--- config.mk ---
export PLATFORM = sky130hd
export DESIGN_NAME = seg_scan_display
export DESIGN_NICKNAME = d
export VERILOG_FILES = /design/src/rtl/doorlock_pkg.sv /design/src/rtl/seg_scan_timer.sv /design/src/rtl/seg_scan_display.sv
export SDC_FILE = /design/constraint.sdc
export NUM_CORES = 1
export LEC_CHECK = 0
export ABC_AREA = 1
export CELL_PAD_IN_SITES_DETAIL_PLACEMENT = 1
export CELL_PAD_IN_SITES_GLOBAL_PLACEMENT = 1
export CORE_UTILIZATION = 46
export CTS_BUF_LIST = sky130_fd_sc_hd__clkbuf_2
export CTS_CLUSTER_DIAMETER = 50
export DETAILED_ROUTE_END_ITERATION = 8
export GPL_ROUTABILITY_DRIVEN = 0
export PLACE_DENSITY_LB_ADDON = 0.1
export RECOVER_POWER = 25
export SLEW_MARGIN = 15
export SYNTH_ARGS = -nofsm -noshare
export SYNTH_HDL_FRONTEND = slang
export SYNTH_SLANG_ARGS = --single-unit
export TNS_END_PERCENT = 100
--- constraint.sdc ---
create_clock -name clk -period 2.6 [get_ports clk]
set_input_delay 0.52 -clock clk [delete_from_list [all_inputs] [get_ports clk]]
set_output_delay 0.52 -clock clk [all_outputs]
set_load 0.03 [all_outputs]
--- src/rtl/doorlock_pkg.sv ---
// doorlock_pkg
// Shared definitions for the doorlock display path: digit code constants,
// active-low segment patterns and the single 7-segment encoder used by the
// entry logic and by every display driver.
//
// Segment bit order everywhere is {g,f,e,d,c,b,a}, active-low.
package doorlock_pkg;

   typedef logic [3:0] digit_t;
   typedef logic [6:0] seg_t;

   localparam digit_t DIG_DASH  = 4'hA;
   localparam digit_t DIG_BLANK = 4'hF;

   localparam seg_t SEG_DASH = 7'b0111111;
   localparam seg_t SEG_OFF  = 7'b1111111;

   // Digit code to active-low segment pattern. 0-9 are decimal digits,
   // DIG_DASH marks a masked digit, every other code is blank.
   function automatic seg_t enc(input digit_t d);
      seg_t s;
      case (d)
         4'd0:     s = 7'b1000000;
         4'd1:     s = 7'b1111001;
         4'd2:     s = 7'b0100100;
         4'd3:     s = 7'b0110000;
         4'd4:     s = 7'b0011001;
         4'd5:     s = 7'b0010010;
         4'd6:     s = 7'b0000010;
         4'd7:     s = 7'b1111000;
         4'd8:     s = 7'b0000000;
         4'd9:     s = 7'b0010000;
         DIG_DASH: s = SEG_DASH;
         default:  s = SEG_OFF;
      endcase
      return s;
   endfunction

endpackage

--- src/rtl/seg_scan_timer.sv ---
// seg_scan_timer
// Scan timing for the multiplexed display: a prescaler that divides each
// digit slot into SCAN_DIV cycles, the 2-bit slot index, and a frame counter
// that toggles the blink phase every BLINK_DIV frames.
//
// Ports:
//   clk, rst     : clock, asynchronous active-high reset
//   blink_en     : level; while low the blink counter and phase stay cleared
//   pre_zero     : prescaler is at 0 (guard cycle of the current slot)
//   idx          : current slot index 0..3
//   frame_start  : pre_zero in slot 0 (shadow load cycle)
//   blank_frame  : blinking is enabled and the current frame is dark
module seg_scan_timer
   import doorlock_pkg::*;
#(
   parameter int SCAN_DIV  = 4,
   parameter int BLINK_DIV = 8
) (
   input  logic       clk,
   input  logic       rst,
   input  logic       blink_en,
   output logic       pre_zero,
   output logic [1:0] idx,
   output logic       frame_start,
   output logic       blank_frame
);

   localparam int PRE_W  = (SCAN_DIV > 1) ? $clog2(SCAN_DIV) : 1;
   localparam int FCNT_W = (BLINK_DIV > 1) ? $clog2(BLINK_DIV) : 1;

   localparam logic [PRE_W-1:0]  PRE_LAST  = PRE_W'(SCAN_DIV - 1);
   localparam logic [PRE_W-1:0]  PRE_ONE   = PRE_W'(1);
   localparam logic [FCNT_W-1:0] FCNT_LAST = FCNT_W'(BLINK_DIV - 1);
   localparam logic [FCNT_W-1:0] FCNT_ONE  = FCNT_W'(1);

   // A single-cycle slot would leave no room for the guard cycle.
   if (SCAN_DIV < 2) begin : g_bad_scan_div
      $error("seg_scan_timer: SCAN_DIV must be at least 2");
   end
   if (BLINK_DIV < 1) begin : g_bad_blink_div
      $error("seg_scan_timer: BLINK_DIV must be at least 1");
   end

   logic [PRE_W-1:0]  pre_q, pre_d;
   logic [1:0]        idx_q, idx_d;
   logic [FCNT_W-1:0] fcnt_q, fcnt_d;
   logic              phase_q, phase_d;
   logic              pre_last_s;
   logic              frame_end_s;

   assign pre_last_s  = (pre_q == PRE_LAST);
   assign frame_end_s = pre_last_s && (idx_q == 2'd3);

   assign pre_zero    = (pre_q == '0);
   assign idx         = idx_q;
   assign frame_start = pre_zero && (idx_q == 2'd0);
   assign blank_frame = blink_en && phase_q;

   // Next-state for prescaler, slot index, frame counter and blink phase.
   always_comb begin
      pre_d   = pre_q;
      idx_d   = idx_q;
      fcnt_d  = fcnt_q;
      phase_d = phase_q;

      if (pre_last_s) begin
         pre_d = '0;
         idx_d = idx_q + 2'd1;
      end else begin
         pre_d = pre_q + PRE_ONE;
      end

      // Cleared immediately when blinking stops so the next blink sequence
      // starts with a lit frame; otherwise only advanced at frame ends.
      if (!blink_en) begin
         fcnt_d  = '0;
         phase_d = 1'b0;
      end else if (frame_end_s) begin
         if (fcnt_q == FCNT_LAST) begin
            fcnt_d  = '0;
            phase_d = ~phase_q;
         end else begin
            fcnt_d = fcnt_q + FCNT_ONE;
         end
      end else begin
         fcnt_d  = fcnt_q;
         phase_d = phase_q;
      end
   end

   // Timer state registers.
   always_ff @(posedge clk or posedge rst) begin
      if (rst) begin
         pre_q   <= '0;
         idx_q   <= 2'd0;
         fcnt_q  <= '0;
         phase_q <= 1'b0;
      end else begin
         pre_q   <= pre_d;
         idx_q   <= idx_d;
         fcnt_q  <= fcnt_d;
         phase_q <= phase_d;
      end
   end

endmodule

--- src/rtl/seg_scan_display.sv ---
// seg_scan_display
// Four-digit multiplexed 7-segment driver. Digits are snapshotted once per
// frame into a shadow register, each slot opens with an all-off guard cycle
// to avoid ghosting, and whole frames go dark while blinking.
//
// Ports:
//   clk, rst         : clock, asynchronous active-high reset
//   p10..p13         : digit codes for slots 0..3 (p13 is the leftmost digit)
//   blink_en         : level; when high the display blinks by frames
//   seg[6:0]         : {g,f,e,d,c,b,a}, active-low, registered
//   com[3:0]         : digit commons, active-low, at most one low, registered
module seg_scan_display
   import doorlock_pkg::*;
#(
   parameter int SCAN_DIV  = 4,
   parameter int BLINK_DIV = 8
) (
   input  logic       clk,
   input  logic       rst,
   input  logic [3:0] p10,
   input  logic [3:0] p11,
   input  logic [3:0] p12,
   input  logic [3:0] p13,
   input  logic       blink_en,
   output logic [6:0] seg,
   output logic [3:0] com
);

   logic       pre_zero_s;
   logic [1:0] idx_s;
   logic       frame_start_s;
   logic       blank_frame_s;

   seg_scan_timer #(
      .SCAN_DIV  (SCAN_DIV),
      .BLINK_DIV (BLINK_DIV)
   ) u_timer (
      .clk         (clk),
      .rst         (rst),
      .blink_en    (blink_en),
      .pre_zero    (pre_zero_s),
      .idx         (idx_s),
      .frame_start (frame_start_s),
      .blank_frame (blank_frame_s)
   );

   digit_t [3:0] shadow_q, shadow_d;
   logic         lit_start_q, lit_start_d;
   logic [3:0]   com_q, com_d;
   seg_t         seg_q, seg_d;

   assign com = com_q;
   assign seg = seg_q;

   // Shadow capture at frame start; output pattern decided once per slot.
   always_comb begin
      shadow_d    = shadow_q;
      lit_start_d = pre_zero_s;
      com_d       = com_q;
      seg_d       = seg_q;

      if (frame_start_s) begin
         shadow_d = {p13, p12, p11, p10};
      end else begin
         shadow_d = shadow_q;
      end

      // lit_start_q marks the first cycle after the guard (pre == 1). The
      // pattern chosen there is held for the rest of the slot, so seg never
      // changes under a lit digit and a blink release waits for a new slot.
      if (pre_zero_s) begin
         com_d = 4'b1111;
         seg_d = SEG_OFF;
      end else if (lit_start_q) begin
         if (blank_frame_s) begin
            com_d = 4'b1111;
            seg_d = SEG_OFF;
         end else begin
            com_d = ~(4'b0001 << idx_s);
            seg_d = enc(shadow_q[idx_s]);
         end
      end else begin
         com_d = com_q;
         seg_d = seg_q;
      end
   end

   // Shadow and output registers.
   always_ff @(posedge clk or posedge rst) begin
      if (rst) begin
         shadow_q    <= {4{DIG_BLANK}};
         lit_start_q <= 1'b0;
         com_q       <= 4'b1111;
         seg_q       <= SEG_OFF;
      end else begin
         shadow_q    <= shadow_d;
         lit_start_q <= lit_start_d;
         com_q       <= com_d;
         seg_q       <= seg_d;
      end
   end

endmodule

Word level (Yosys, flattened, before mapping)
Memory sizes are Yosys's and may differ from the RTL's.
Cells that the tools add are included.

storage, ports and cells
  input port bits = 19
  logic and storage cells = 46
  memories kept = 1
  bits in read-only memories = 112
  register bits = 36

memories
  name             words  width  read ports  clocked after memory_dff  wr ports  line                source
  (no name shown)  16     7      1           0                         0         doorlock_pkg.sv:22  case (d)

operators by class
  bitwise operators = 2
  muxes and demuxes = 15
  equal/unequal tests = 5
  shift-type cells = 1
  add/subtract/negate cells = 3
  reduce and logical (&&, ||, !) cells = 7
  magnitude comparators = 1

operators with widths
  operator               number
  $mux W7                3
  $mux W4                4
  $mux W3                3
  $bmux W4 S2            1
  $add A2 B1 Y2 const B  2
  $eq A2 B2 Y1 const B   2
  $logic_not A2 Y1       2
  $ne A2 B1 Y1 const B   2
  $not A4 Y4             1
  $shl A1 B2 Y4 const A  1
  $add A3 B1 Y3 const B  1
  $eq A3 B3 Y1 const B   1
  $logic_and A1 B1 Y1    3
  $lt A2 B3 Y1 const B   1
  $mux W1                3
  $mux W2                1
  $reduce_and A2 Y1      1
  $reduce_bool A2 Y1     1
  $not A1 Y1             1

Longest topological paths before layout
An unclocked memory read counts as a cell.

  depth in word-level cells = 6
  gate-level depth with buffers = 13

Hierarchy
Synthesis repeated with hierarchy kept, for this count alone.

second synthesis, totals
  cell total of the unflattened synthesis = 213
  area, all modules = 2040.7 um2

modules (own cells, without submodules)
  module            seq. area each (um2)  times used  area each (um2)  cells each
  seg_scan_display  734.5                 1           1607.8           165
  seg_scan_timer    200.2                 1           432.9            48

Least setup slack after synthesis
Ideal clock, no wire load.

  path type = register -> register
  start point = register u_timer.idx_q[1], in the netlist u_timer.idx[1]
  end point = register shadow_q[0] (netlist bit)
  path slack = 969 ps
  arrival time = 1549 ps
  setup time = 82 ps
  stages on the path, launching flop included = 6
  path buffers = 1
  cell sequence = dfrtp_1 inv_4 ha_1 nand2_1 buf_2 mux2_2

on the way
  longest elaborated chain between the ends = 2

ends and longest elaborated chain
  item                    line                    source
  from (decl)             seg_scan_timer.sv:45    logic [1:0] idx_q, idx_d;
  from (signal assigned)  seg_scan_timer.sv:100   idx_q <= idx_d;
  $logic_not A2 Y1        seg_scan_timer.sv:56    assign frame_start = pre_zero && (idx_q == 2'd0);
  $logic_and A1 B1 Y1     seg_scan_timer.sv:56
  to (signal assigned)    seg_scan_display.sv:91  shadow_q <= {4{DIG_BLANK}};
  to (signal assigned)    seg_scan_display.sv:96  shadow_q <= shadow_d;
  to (decl)               seg_scan_display.sv:47  digit_t [3:0] shadow_q, shadow_d;

Every way passes these cells.
A chain may end at the register's enable or synchronous reset.

Final worst setup path
  start point = register com_q[0], in the netlist com[0]
  end point = output port com[0]

RTL lines
  item                    line                    source
  from (decl)             seg_scan_display.sv:49  logic [3:0] com_q, com_d;
  from (signal assigned)  seg_scan_display.sv:98  com_q <= com_d;
  to (decl)               seg_scan_display.sv:26  output logic [3:0] com

No word-level cell between the ends.

==> out/metrics.csv <==
stage,metric,value,unit
synthesis,yosys_warnings,0,
global_route,antenna_found_initial,0,
clocking,tritoncts,yes,
route,drtPass1Iterations,4,
setup_path,critPathMaxStageDelay,670,ps
setup_path,required,2080,ps
timing,rsz0062_at_grt,no,
layout,antennaDiodeCount,0,
setup_path,cp.depth,1,
timing,relSlewSlack,40.8,%
global_route,grt_busiest_layer,met2,
setup_path,worstSetupEndpoint,com[0],
route,wire_per_inst,14.7,um
clocking,postCtsSetupBuffers,0,
power,power.internal,704,uW
clocking,clk_pin_slew,180,ps
hold_path,hold_path.class,register to register,
floorplan,start_util,49.8,%
clocking,cts_repair_resize_count,0,
setup_path,r2r_cells,4,
floorplan,rows,22,
timing,setup_tns,0,ps
synthesis,ys_seq_area_share,49.4,%
global_route,grt_max_degree,37,
setup_path,startpoint_type,register,
clocking,postCtsHoldBufs,0,
placement,hpwlAfterDp,3180,um
power,switchingPower,238,uW
layout,final_util,59.6,%
route,vias_per_cell,4.95,
timing,max_freq,473,MHz
route,ant_nets,0,
timing,min_period,2120,ps
route,drt_iter0_drc,51,
timing,skew,20.9,ps
setup_path,regToRegSetupSlack,600,ps
global_route,met3_usage,3.79,%
outcome,status,completed,
global_route,gr-total-overflow,0,
layout,synthToLayoutAreaGrowth,19.7,%
synthesis,ys_seq_elements,36,
setup_path,regToRegEndpoint,shadow_q[4],
global_route,grt_util_met1,25.2,%
global_route,use_met2,39.2,%
route,drt-total-wl,4040,um
setup_path,critPathBufInv,1,
floorplan,die_w,66.1,um
setup_path,critPathSlowestCell,clkdlybuf4s50_1,
synthesis,syn_avg_cell_area,9.80,um2
power,leakagePower,0.00105,uW
placement,io_buffers,29,
setup_path,startpoint,com[0],
power,ir_drop,0.000281,V
setup_path,path_max_fanout,2,
synthesis,ys_types,25,
synthesis,synth_cells,193,
setup_path,path_cells,clkdlybuf4s50_1,
timing,fin_crit_sh,81.4,%
hold_path,min_from,u_timer.pre_q[0],
global_route,grt_use_total,21.6,%
setup_path,critical_path_class,register to output pin,
setup_path,cp_top_family,buffers and inverters,
clocking,htree_levels,2,
power,powerDensity,416,mW/mm2
clocking,clk-insertion-delay-late,360,ps
clocking,cts.path.max_buffers,2,
floorplan,boundaryPins,30,
route,drc,0,
setup_path,r2r-start,u_timer.idx[0],
synthesis,syn-cell-area,0.00189,mm2
layout,nNetsFinal,259,
clocking,cts_inserted_buffers,5,
setup_path,crit_arrival,1600,ps
power,clkPwrFrac,25.5,%
timing,worst_pin_slew,889,ps
floorplan,die_h,66.1,um
clocking,clock_sinks,36,
timing,final_max_slew_viol_count,0,
clocking,root_buffer,clkbuf_2,
floorplan,core_area,0.00380,mm2
timing,hold_viol,0,
power,pwr-share-comb,11.3,%
global_route,grt_pass1_vias,1555,
setup_path,endpoint_kind,output pin,
synthesis,syn_nets,225,
route,dr_total_vias,1366,
layout,drive_gt1_share,29.8,%
global_route,grt_pass1_wl,6960,um
power,power_frac_seq,63.2,%
timing,finalSetupViolCount,0,
power,p_sw_share,25.3,%
job,maxCapViolCount,0,
floorplan,die-area,0.00437,mm2
power groups by stage:
stage,clock network [uW],registers (uW),logic (uW)
6_report,240,596,106
3_3_place_gp,0,604,101
5_1_grt,269,598,120
4_1_cts,252,596,109
3_5_place_dp,0,604,109
2_1_floorplan,0,600,63.7
metal layers:
layer / vias to the layer above / share of wire, % / wire length (um)
li1: 684 / - / -
met1: 662 / 44 / 1760
met2: 18 / 54 / 2170
met3: 2 / 2.5 / 100
met4: 0 / 0.35 / 14
met5: - / 0 / 0
synthesized netlist by cell type:
master / count / area, um2
nor2_2: 1 / 6.26
nand2_4: 3 / 33.8
a21boi_1: 1 / 7.51
nand4_1: 1 / 6.26
nand2_1: 37 / 139
nand3_1: 10 / 50.1
a21oi_1: 6 / 30.0
inv_2: 1 / 3.75
ha_1: 13 / 163
clkbuf_1: 1 / 3.75
nand2_2: 7 / 43.8
buf_6: 1 / 11.3
dfstp_2: 27 / 709
buf_2: 1 / 5.00
mux2_2: 16 / 180
inv_4: 1 / 6.26
nor2_1: 36 / 135
a21oi_2: 1 / 8.76
xor2_1: 1 / 8.76
inv_6: 1 / 8.76
nand3_4: 2 / 35.0
dfrtp_1: 9 / 225
inv_1: 11 / 41.3
nand3_2: 1 / 10.0
o21ai_0: 4 / 20.0
registers in the layout (all words and copies together) (netlist names):
register,flops
com,4
lit_start_q,1
seg,7
shadow_q,16
u_timer.fcnt_q,3
u_timer.idx,2
u_timer.phase_q,1
u_timer.pre_q,2
layout make-up:
type	instances	area, um2
multi-input combinational	140	877
fill	459	1530
tap	48	60.1
clock buffer	6	30.0
clock inverter	2	7.51
sequential	36	935
inverter	14	60.1
timing repair buffer	30	295
cells in the final DEF (no fill, tap or decap):
master           netlist  routed
nand2_1               37      37
nor2_1                36      36
clkdlybuf4s50_1        0      28
dfstp_2               27      27
mux2_2                16      16
ha_1                  13      13
inv_1                 11      11
nand3_1               10      10
dfrtp_1                9       9
nand2_2                7       7
clkbuf_2               0       7
a21oi_1                6       6
o21ai_0                4       4
nand2_4                3       3
nand3_4                2       2
clkinv_1               0       2
inv_4                  1       1
inv_6                  1       1
nand3_2                1       1
inv_2                  1       1
a21oi_2                1       1
xor2_1                 1       1
nand4_1                1       1
a21boi_1               1       1
nor2_2                 1       1
dlygate4sd3_1          0       1
through the flow:
step           power, uW  std cells  hold WS [ps]  instance area, um2  setup WS (ps)
2_1_floorplan        664        193           424                1890            969
3_3_place_gp         705        268           435                2230            740
3_5_place_dp         714        268           458                2230            603
4_1_cts              957        276           486                2270            448
5_1_grt              987        276           515                2260            417
6_report             942        276           483                2260            484
how the worst min path moves through the flow:
stage	depth (start not counted)	end	slack [ps]
after global routing	1	u_timer.pre_q[0]	520
after global placement	1	u_timer.pre_q[0]	440
after CTS	1	u_timer.pre_q[0]	490
after detailed placement	1	u_timer.pre_q[0]	460
after floorplan	1	u_timer.pre_q[0]	420
final	1	u_timer.pre_q[0]	480
kinds of logic after synthesis:
| kind of cell | after synthesis | share of synthesized area [%] |
|---|---|---|
| xor+xnor | 1 | 0.463 |
| flops | 36 | 49.4 |
| buf+inv | 17 | 4.23 |
| compound gates | 12 | 3.51 |
| simple gates | 98 | 24.3 |
| fa+ha+maj | 13 | 8.60 |
| mux | 16 | 9.52 |
(Power assumes the default switching activity.)
